**src/rtl/serial_sub_if.sv**
```systemverilog
// rtl/serial_sub_if.sv - start/busy/done handshake and operand/result bundle for serial_sub
//
// Purpose : groups the sequencer-facing signals of the bit-serial subtractor.
// Signals : start    request, sampled on a rising clk edge
//           bi       borrow in, latched with the operands
//           A, B     minuend / subtrahend (WIDTH bits)
//           out      difference (A - B - bi) mod 2^WIDTH
//           bo       borrow out (A < B + bi, unsigned)
//           zero     out == 0
//           busy     serial operation in progress
//           done     one-cycle pulse when out/bo/zero become valid
//           ovf      signed overflow, only when SERIAL_SUB_OVF_EN is defined
// Modports: master = sequencer side, slave = subtractor side.
interface serial_sub_if #(
    parameter int WIDTH = 4
);
    logic             start;
    logic             bi;
    logic [WIDTH-1:0] A;
    logic [WIDTH-1:0] B;
    logic [WIDTH-1:0] out;
    logic             bo;
    logic             zero;
    logic             busy;
    logic             done;
`ifdef SERIAL_SUB_OVF_EN
    logic             ovf;

    modport master (
        output start, bi, A, B,
        input  out, bo, zero, busy, done, ovf
    );

    modport slave (
        input  start, bi, A, B,
        output out, bo, zero, busy, done, ovf
    );
`else
    modport master (
        output start, bi, A, B,
        input  out, bo, zero, busy, done
    );

    modport slave (
        input  start, bi, A, B,
        output out, bo, zero, busy, done
    );
`endif
endinterface

```
**src/rtl/serial_sub.sv**
```systemverilog
// rtl/serial_sub.sv - bit-serial subtractor, one full-subtractor cell plus borrow flop
//
// Purpose : computes A - B - bi one bit per clock, LSB first. Result and flags
//           are held until the next accepted start.
// Ports   : clk    single clock, rising edge
//           rst_n  asynchronous active-low reset
//           bus    serial_sub_if.slave (start, bi, A, B, out, bo, zero, busy, done[, ovf])
// Option  : SERIAL_SUB_OVF_EN adds the ovf output (two's-complement overflow).
module serial_sub #(
    parameter int WIDTH = 4
) (
    input  logic         clk,
    input  logic         rst_n,
    serial_sub_if.slave  bus
);

    localparam int CW = (WIDTH > 2) ? $clog2(WIDTH) : 1;
    localparam logic [CW-1:0] LAST = CW'(WIDTH - 1);

    typedef enum logic [1:0] {
        S_IDLE = 2'd0,
        S_RUN  = 2'd1,
        S_DONE = 2'd2
    } state_t;

    state_t r_state;
    state_t w_next;

    logic [WIDTH-1:0] r_sha;
    logic [WIDTH-1:0] r_shb;
    logic [WIDTH-1:0] r_res;
    logic             r_br;
    logic [CW-1:0]    r_cnt;

    logic [WIDTH-1:0] r_out;
    logic             r_bo;
    logic             r_zero;

    logic             w_accept;
    logic             w_last;
    logic             w_a;
    logic             w_b;
    logic             w_d;
    logic             w_br_next;
    logic [WIDTH-1:0] w_res_next;
    logic             w_busy;
    logic             w_done;

    // A start is only honoured outside RUN; DONE accepts it for back-to-back ops.
    assign w_accept = bus.start && (r_state != S_RUN);
    assign w_last   = (r_state == S_RUN) && (r_cnt == LAST);

    // Full-subtractor cell
    assign w_a        = r_sha[0];
    assign w_b        = r_shb[0];
    assign w_d        = w_a ^ w_b ^ r_br;
    assign w_br_next  = (~w_a & w_b) | (~(w_a ^ w_b) & r_br);
    assign w_res_next = {w_d, r_res[WIDTH-1:1]};

    always_ff @(posedge clk or negedge rst_n) begin
        if (!rst_n) begin
            r_state <= S_IDLE;
        end else begin
            r_state <= w_next;
        end
    end

    always_comb begin
        w_next = r_state;
        w_busy = 1'b0;
        w_done = 1'b0;
        case (r_state)
            S_IDLE: begin
                if (bus.start) begin
                    w_next = S_RUN;
                end
            end
            S_RUN: begin
                w_busy = 1'b1;
                if (w_last) begin
                    w_next = S_DONE;
                end
            end
            S_DONE: begin
                w_done = 1'b1;
                w_next = bus.start ? S_RUN : S_IDLE;
            end
            default: begin
                w_next = S_IDLE;
            end
        endcase
    end

    always_ff @(posedge clk or negedge rst_n) begin
        if (!rst_n) begin
            r_sha  <= '0;
            r_shb  <= '0;
            r_res  <= '0;
            r_br   <= 1'b0;
            r_cnt  <= '0;
            r_out  <= '0;
            r_bo   <= 1'b0;
            r_zero <= 1'b0;
        end else if (w_accept) begin
            r_sha <= bus.A;
            r_shb <= bus.B;
            r_br  <= bus.bi;
            r_res <= '0;
            r_cnt <= '0;
        end else if (r_state == S_RUN) begin
            r_sha <= r_sha >> 1;
            r_shb <= r_shb >> 1;
            r_br  <= w_br_next;
            r_res <= w_res_next;
            r_cnt <= r_cnt + CW'(1);
            // Visible result only changes on the final bit, so out/bo/zero
            // keep the previous answer throughout RUN.
            if (w_last) begin
                r_out  <= w_res_next;
                r_bo   <= w_br_next;
                r_zero <= (w_res_next == '0);
            end
        end
    end

`ifdef SERIAL_SUB_OVF_EN
    logic r_ovf;

    // On the last bit r_br is the borrow into the MSB and w_br_next the borrow out.
    always_ff @(posedge clk or negedge rst_n) begin
        if (!rst_n) begin
            r_ovf <= 1'b0;
        end else if (w_last && !w_accept) begin
            r_ovf <= r_br ^ w_br_next;
        end
    end

    assign bus.ovf = r_ovf;
`endif

    assign bus.out  = r_out;
    assign bus.bo   = r_bo;
    assign bus.zero = r_zero;
    assign bus.busy = w_busy;
    assign bus.done = w_done;

endmodule

```
**src/flat_wrapper.sv**
```systemverilog
// flat-port wrapper written by rule: the top's interface ports become plain ports
module serial_sub_flat 
#(
    parameter int WIDTH = 4
)
  (clk, rst_n, bus_start, bus_bi, bus_A, bus_B, bus_out, bus_bo, bus_zero, bus_busy, bus_done);
  serial_sub_if #(.WIDTH(WIDTH)) bus_i ();
  input  logic clk;
  input  logic rst_n;
  input wire logic [$bits(bus_i.start)-1:0] bus_start;
  input wire logic [$bits(bus_i.bi)-1:0] bus_bi;
  input wire logic [$bits(bus_i.A)-1:0] bus_A;
  input wire logic [$bits(bus_i.B)-1:0] bus_B;
  output wire logic [$bits(bus_i.out)-1:0] bus_out;
  output wire logic [$bits(bus_i.bo)-1:0] bus_bo;
  output wire logic [$bits(bus_i.zero)-1:0] bus_zero;
  output wire logic [$bits(bus_i.busy)-1:0] bus_busy;
  output wire logic [$bits(bus_i.done)-1:0] bus_done;
  assign bus_i.start = bus_start;
  assign bus_i.bi = bus_bi;
  assign bus_i.A = bus_A;
  assign bus_i.B = bus_B;
  assign bus_out = bus_i.out;
  assign bus_bo = bus_i.bo;
  assign bus_zero = bus_i.zero;
  assign bus_busy = bus_i.busy;
  assign bus_done = bus_i.done;
  serial_sub #(.WIDTH(WIDTH)) u_core (.clk(clk), .rst_n(rst_n), .bus(bus_i));
endmodule
```
**config.mk**
```make
export PLATFORM = sky130hd
export DESIGN_NAME = serial_sub_flat
export DESIGN_NICKNAME = d
export VERILOG_FILES = /design/src/rtl/serial_sub_if.sv /design/src/rtl/serial_sub.sv /design/src/flat_wrapper.sv
export SDC_FILE = /design/constraint.sdc
export NUM_CORES = 1
export LEC_CHECK = 0
export CAP_MARGIN = 20
export CORE_MARGIN = 2
export CORE_UTILIZATION = 49
export DETAILED_ROUTE_END_ITERATION = 6
export PLACE_DENSITY = 0.76
export SYNTH_ARGS = -nofsm -noshare
export SYNTH_HDL_FRONTEND = slang
export SYNTH_SLANG_ARGS = --single-unit
```
**constraint.sdc**
```tcl
create_clock -name clk -period 1.7 [get_ports clk]
set_input_delay 0.34 -clock clk [delete_from_list [all_inputs] [get_ports clk]]
set_output_delay 0.34 -clock clk [all_outputs]
set_load 0.005 [all_outputs]
```
## Yosys cells after proc, flatten, opt, wreduce, memory -nomap -nowiden

Index checks and enable logic that the tools add are counted.

- Flip-flop bits (word level): 23
- Output and inout bits: 8
- Logic and storage cells: 47
- Input port bits: 12
- Latch bits: 0
- Bits in read-only memories: 0
- RAM bits: 0
- Memories: 0

- Equal/unequal tests: 6
- Muxes and demuxes: 16
- Shift-type cells: 0
- Magnitude comparators: 0
- Divide/modulo/power cells: 0
- Add/subtract/negate cells: 1
- Bitwise logic cells: 8
- Reduce and logical (&&, ||, !) cells: 7
- Multiply operators: 0

Operators by type and width:

| kind | count |
|---|---|
| 4-bit 2-to-1 mux | 6 |
| 2-bit 2-to-1 mux | 4 |
| 2-bit case mux with 3 select lines | 1 |
| 1-bit 2-to-1 mux | 5 |
| 2-bit == test, second input constant | 2 |
| 4-bit logical NOT | 1 |
| 2-bit by 1-bit != test with 1-bit output, second input constant | 2 |
| 1-bit NOT | 3 |
| 3-bit AND reduction | 1 |
| 2-bit by 1-bit adder with 2-bit output, second input constant | 1 |
| 1-bit bitwise AND | 2 |
| 2-bit by 1-bit == test with 1-bit output, second input constant | 1 |
| 1-bit logical AND | 2 |
| 2-bit logical NOT | 1 |
| 2-bit != test, second input constant | 1 |
| 2-bit AND reduction | 1 |
| 2-bit nonzero test | 1 |
| 1-bit bitwise XOR | 2 |
| 1-bit OR | 1 |

## Depth between registers and ports, before layout

- Depth after elaboration: 6
- Depth in mapped cells: 4

## Least setup slack after synthesis

Ideal clock, no wire load.

- Kind: reg-to-reg
- Start point: register u_core.r_shb[0]
- End point: register u_core.r_zero (netlist: u_core.bus.zero)
- Path buffers: 0
- Cell stages (with the launch flop): 5
- Arrival time: 1208 ps
- Setup slack: 367 ps
- Cell sequence: dfrtp_1 inv_1 fa_1 nor4_1 mux2_2

- Cells in the longest elaborated chain, start to end: 3

RTL lines:

| item | RTL line | text |
|---|---|---|
| start, declared | serial_sub.sv:30 | `logic [WIDTH-1:0] r_shb;` |
| start signal, assigned | serial_sub.sv:106 | `r_shb <= bus.B;` |
| start signal, assigned | serial_sub.sv:112 | `r_shb <= r_shb >> 1;` |
| 1-bit bitwise XOR (2 in series) | serial_sub.sv:56 | `assign w_d = w_a ^ w_b ^ r_br;` |
| net u_core.w_d | serial_sub.sv:43 | `logic w_d;` |
| 4-bit logical NOT | serial_sub.sv:121 | `r_zero <= (w_res_next == '0);` |
| end signal, assigned | serial_sub.sv:121 |  |
| end, declared | serial_sub.sv:37 | `logic r_zero;` |

The timed path passes the listed nets, and every way through them passes these cells.
A chain may end at the register's enable or synchronous reset.

## Worst setup path in the final report

- Start point: register u_core.r_bo (netlist: u_core.bus.bo)
- End point: output bus_bo

RTL lines:

| item | RTL line | text |
|---|---|---|
| start, declared | serial_sub.sv:36 | `logic r_bo;` |
| start signal, assigned | serial_sub.sv:120 | `r_bo <= w_br_next;` |
| end, declared | flat_wrapper.sv:15 | `output wire logic [$bits(bus_i.bo)-1:0] bus_bo;` |

No word-level cell between the ends.

==> results.md <==
* Status: completed
* Max-Cap Viols at 0
* RSZ-0062 raised after global routing: no
* R2R Setup Slk at 290 ps
* Die height at 49.62 microns
* Area growth, synth to finish at 25.03%
* Total Wirelength at 1531 microns
* First DRT Iteration DRCs at 3
* Global placer's final weighted congestion at 0.6881
* Full die area at 0.002462 sq mm
* Via-to-Cell Ratio at 4.959
* Port bufs at 19
* Largest net degree at the start of global routing at 23
* Root buf cell: clkbuf_4
* P_leak at 0.6237 nW
* Core Area at 0.001962 sq mm
* Inserted Clock Buffers at 3
* Warnings from Yosys at 0
* Clock Latency Late Sink at 290 ps
* Post-route ant nets at 0
* Initial Util at 0.5198
* DP Wirelength at 1141 microns
* Antenna violations before repair at 0
* Total number of vias at 610
* CP endpoint kind: primary output
* Distinct cell type count after synthesis at 17
* Critical Path AT at 1150 ps
* Placement Rows at 16
* DRC at 0
* Vias in the first global route at 656
* Worst path slowest cell: clkdlybuf4s50_1
* Critical Path, Cell by Cell: clkdlybuf4s50_1
* First-pass GRT wire length at 2794 microns
* Crit Path Max Fanout at 2
* Reg2Reg Depth at 3
* Slack of the critical path at 205.5 ps
* Largest cells by area after synthesis: dfrtp_1 54%, mux2_2 21%, mux2i_1 5.9%
* CTS tree: yes
* Synth top area share at 0.5399
* Min-delay worst type: in -> async
* Clock-pin slew on the worst setup and hold paths at 110 ps
* Pins Over Slew Limit at 0
* Final setup fails at 0
* RR Endpoint: u_core.bus.out[3]$_DFFE_PN0P_
* Placed insts at 120
* Bufs on Longest Clock Path at 2
* Overflow after GRT at 0
* Post-cts hold buffer count at 0
* I/O pin total at 20
* Pwr dens at 1568 mW/mm^2
* N_diodes at 0
* Syn Nets at 86
* Layout cells sized above 1 at 0.3229
* Worst Tran Pin Value at 363.1 ps
* Critical Path Source: u_core.bus.bo$_DFFE_PN0P_
* Drt first pass iters at 2
* Die X at 49.62 microns
* CP Class: reg -> out
* Avg WL per Cell at 12.45 microns
* Synthesized instance count at 72
* GR Util All Layers at 0.1491
* Fmax at 0.6691 GHz
* Ratio of final minimum period to clock period at 0.8791
* CP bufs+invs at 1
* #FFs+latches synth at 22
* DP Worst Slack at -15.30 ps
* Crit path launch type: flip-flop
* RR Startpoint: u_core.r_cnt[0]$_DFFE_PN0P_
* # clock sinks at 22
* Post-synth top area cell: dfrtp_1
* Rel. slew slack at 0.7572
* Fin crit period at 1494 ps
* H-tree Lvls at 1
* Delay of the slowest critical-path stage at 500 ps
* Post-Layout Cell Count at 123
* Family with the most delay on the worst path: buffers and inverters
* Worst EP required at 1360 ps
* Nets at 112
* Cell area after synthesis at 0.001020 sq mm
* Peak supply drop at 1077 uV
* Final clock skew at 3.111 ps
* Seq/Total Area, Yosys at 0.5399
* Syn avg cell area at 14.16 sq um
* Final hold violations at 0
cells in the final DEF, fill, tap and decap left out, drive strengths merged:
master,n
dfrtp,22
mux2,21
clkdlybuf4s50,17
mux2i,6
inv,6
buf,5
and2b,4
clkbuf,3
nor2,2
dlygate4sd2,2
nand2b,2
nor2b,1
nand3b,1
o22ai,1
nor4,1
fa,1
ha,1
what timing repair did:
item	in CTS	in global routing
endpoints found under the setup margin	1	0
endpoints found under the hold margin	0	0
buffers inserted	0	0
gates resized for setup	4	0
through the flow:
stage	setup TNS (ps)	power (mW)	utilization	area (sq um)	hold WS, ps
2_1_floorplan	0	1.474	-	1020	44.41
3_3_place_gp	0	1.764	0.6358	1247	471.1
3_5_place_dp	-59.30	1.801	0.6358	1247	482.3
4_1_cts	0	2.035	0.6499	1275	382.7
5_1_grt	0	2.160	0.6499	1275	418.9
6_report	0	1.999	0.6499	1275	385.9
per-layer routing:
layer	wire, microns	track usage	vias up
met4	0	0.05556	0
li1	-	-	295
met1	689	0.1727	304
met5	0	0	-
met2	785	0.2622	11
met3	56	0.03939	0
synthesized netlist by cell type (all sizes together):
master	count
nor2b	1
buf	3
nor2	2
inv	6
and2b	4
fa	1
nor4	1
nand3b	1
o22ai	1
mux2	21
ha	1
nand2b	2
mux2i	6
dfrtp	22
cells by family after synthesis:
| kind of cell | after synthesis | synth area share |
|---|---|---|
| mux | 27 | 0.2982 |
| compound gates | 1 | 0.006139 |
| buf+inv | 9 | 0.05521 |
| fa+ha+maj | 2 | 0.03190 |
| simple gates | 11 | 0.06872 |
| flops | 22 | 0.5399 |
worst max path at each step:
stage                                  end  slack (ps)  cells after the start
5_1_grt                             bus_bo         140                      1
3_5_place_dp   u_core.r_shb[1]$_DFFE_PN0P_         -20                      4
6_report                            bus_bo         210                      1
4_1_cts                             bus_bo         180                      1
2_1_floorplan  u_core.bus.zero$_DFFE_PN0P_         370                      4
3_3_place_gp   u_core.r_sha[0]$_DFFE_PN0P_          20                      4
where the power goes:
| part | internal, mW | switching [mW] | leakage (nW) |
|---|---|---|---|
| Sequential | 0.756 | 0.139 | 0.275 |
| Clock | 0.0824 | 0.141 | 0.0138 |
| Combinational | 0.560 | 0.320 | 0.334 |
flip-flops by register name (all words and copies together), names as in the netlist:
signal	flops
u_core.r_sha	4
u_core.bus.zero	1
u_core.bus.out	4
u_core.r_res	3
u_core.r_cnt	2
u_core.bus.bo	1
u_core.r_br	1
u_core.r_shb	4
u_core.r_state	2
cell type report:
class,instances,area [sq um]
inverter,6,22.52
multi-input combinational,41,420.4
sequential,22,550.5
fill,171,686.9
clock buffer,3,22.52
timing repair buffer,24,225.2
tap,27,33.78
(Power assumes the default switching activity.)
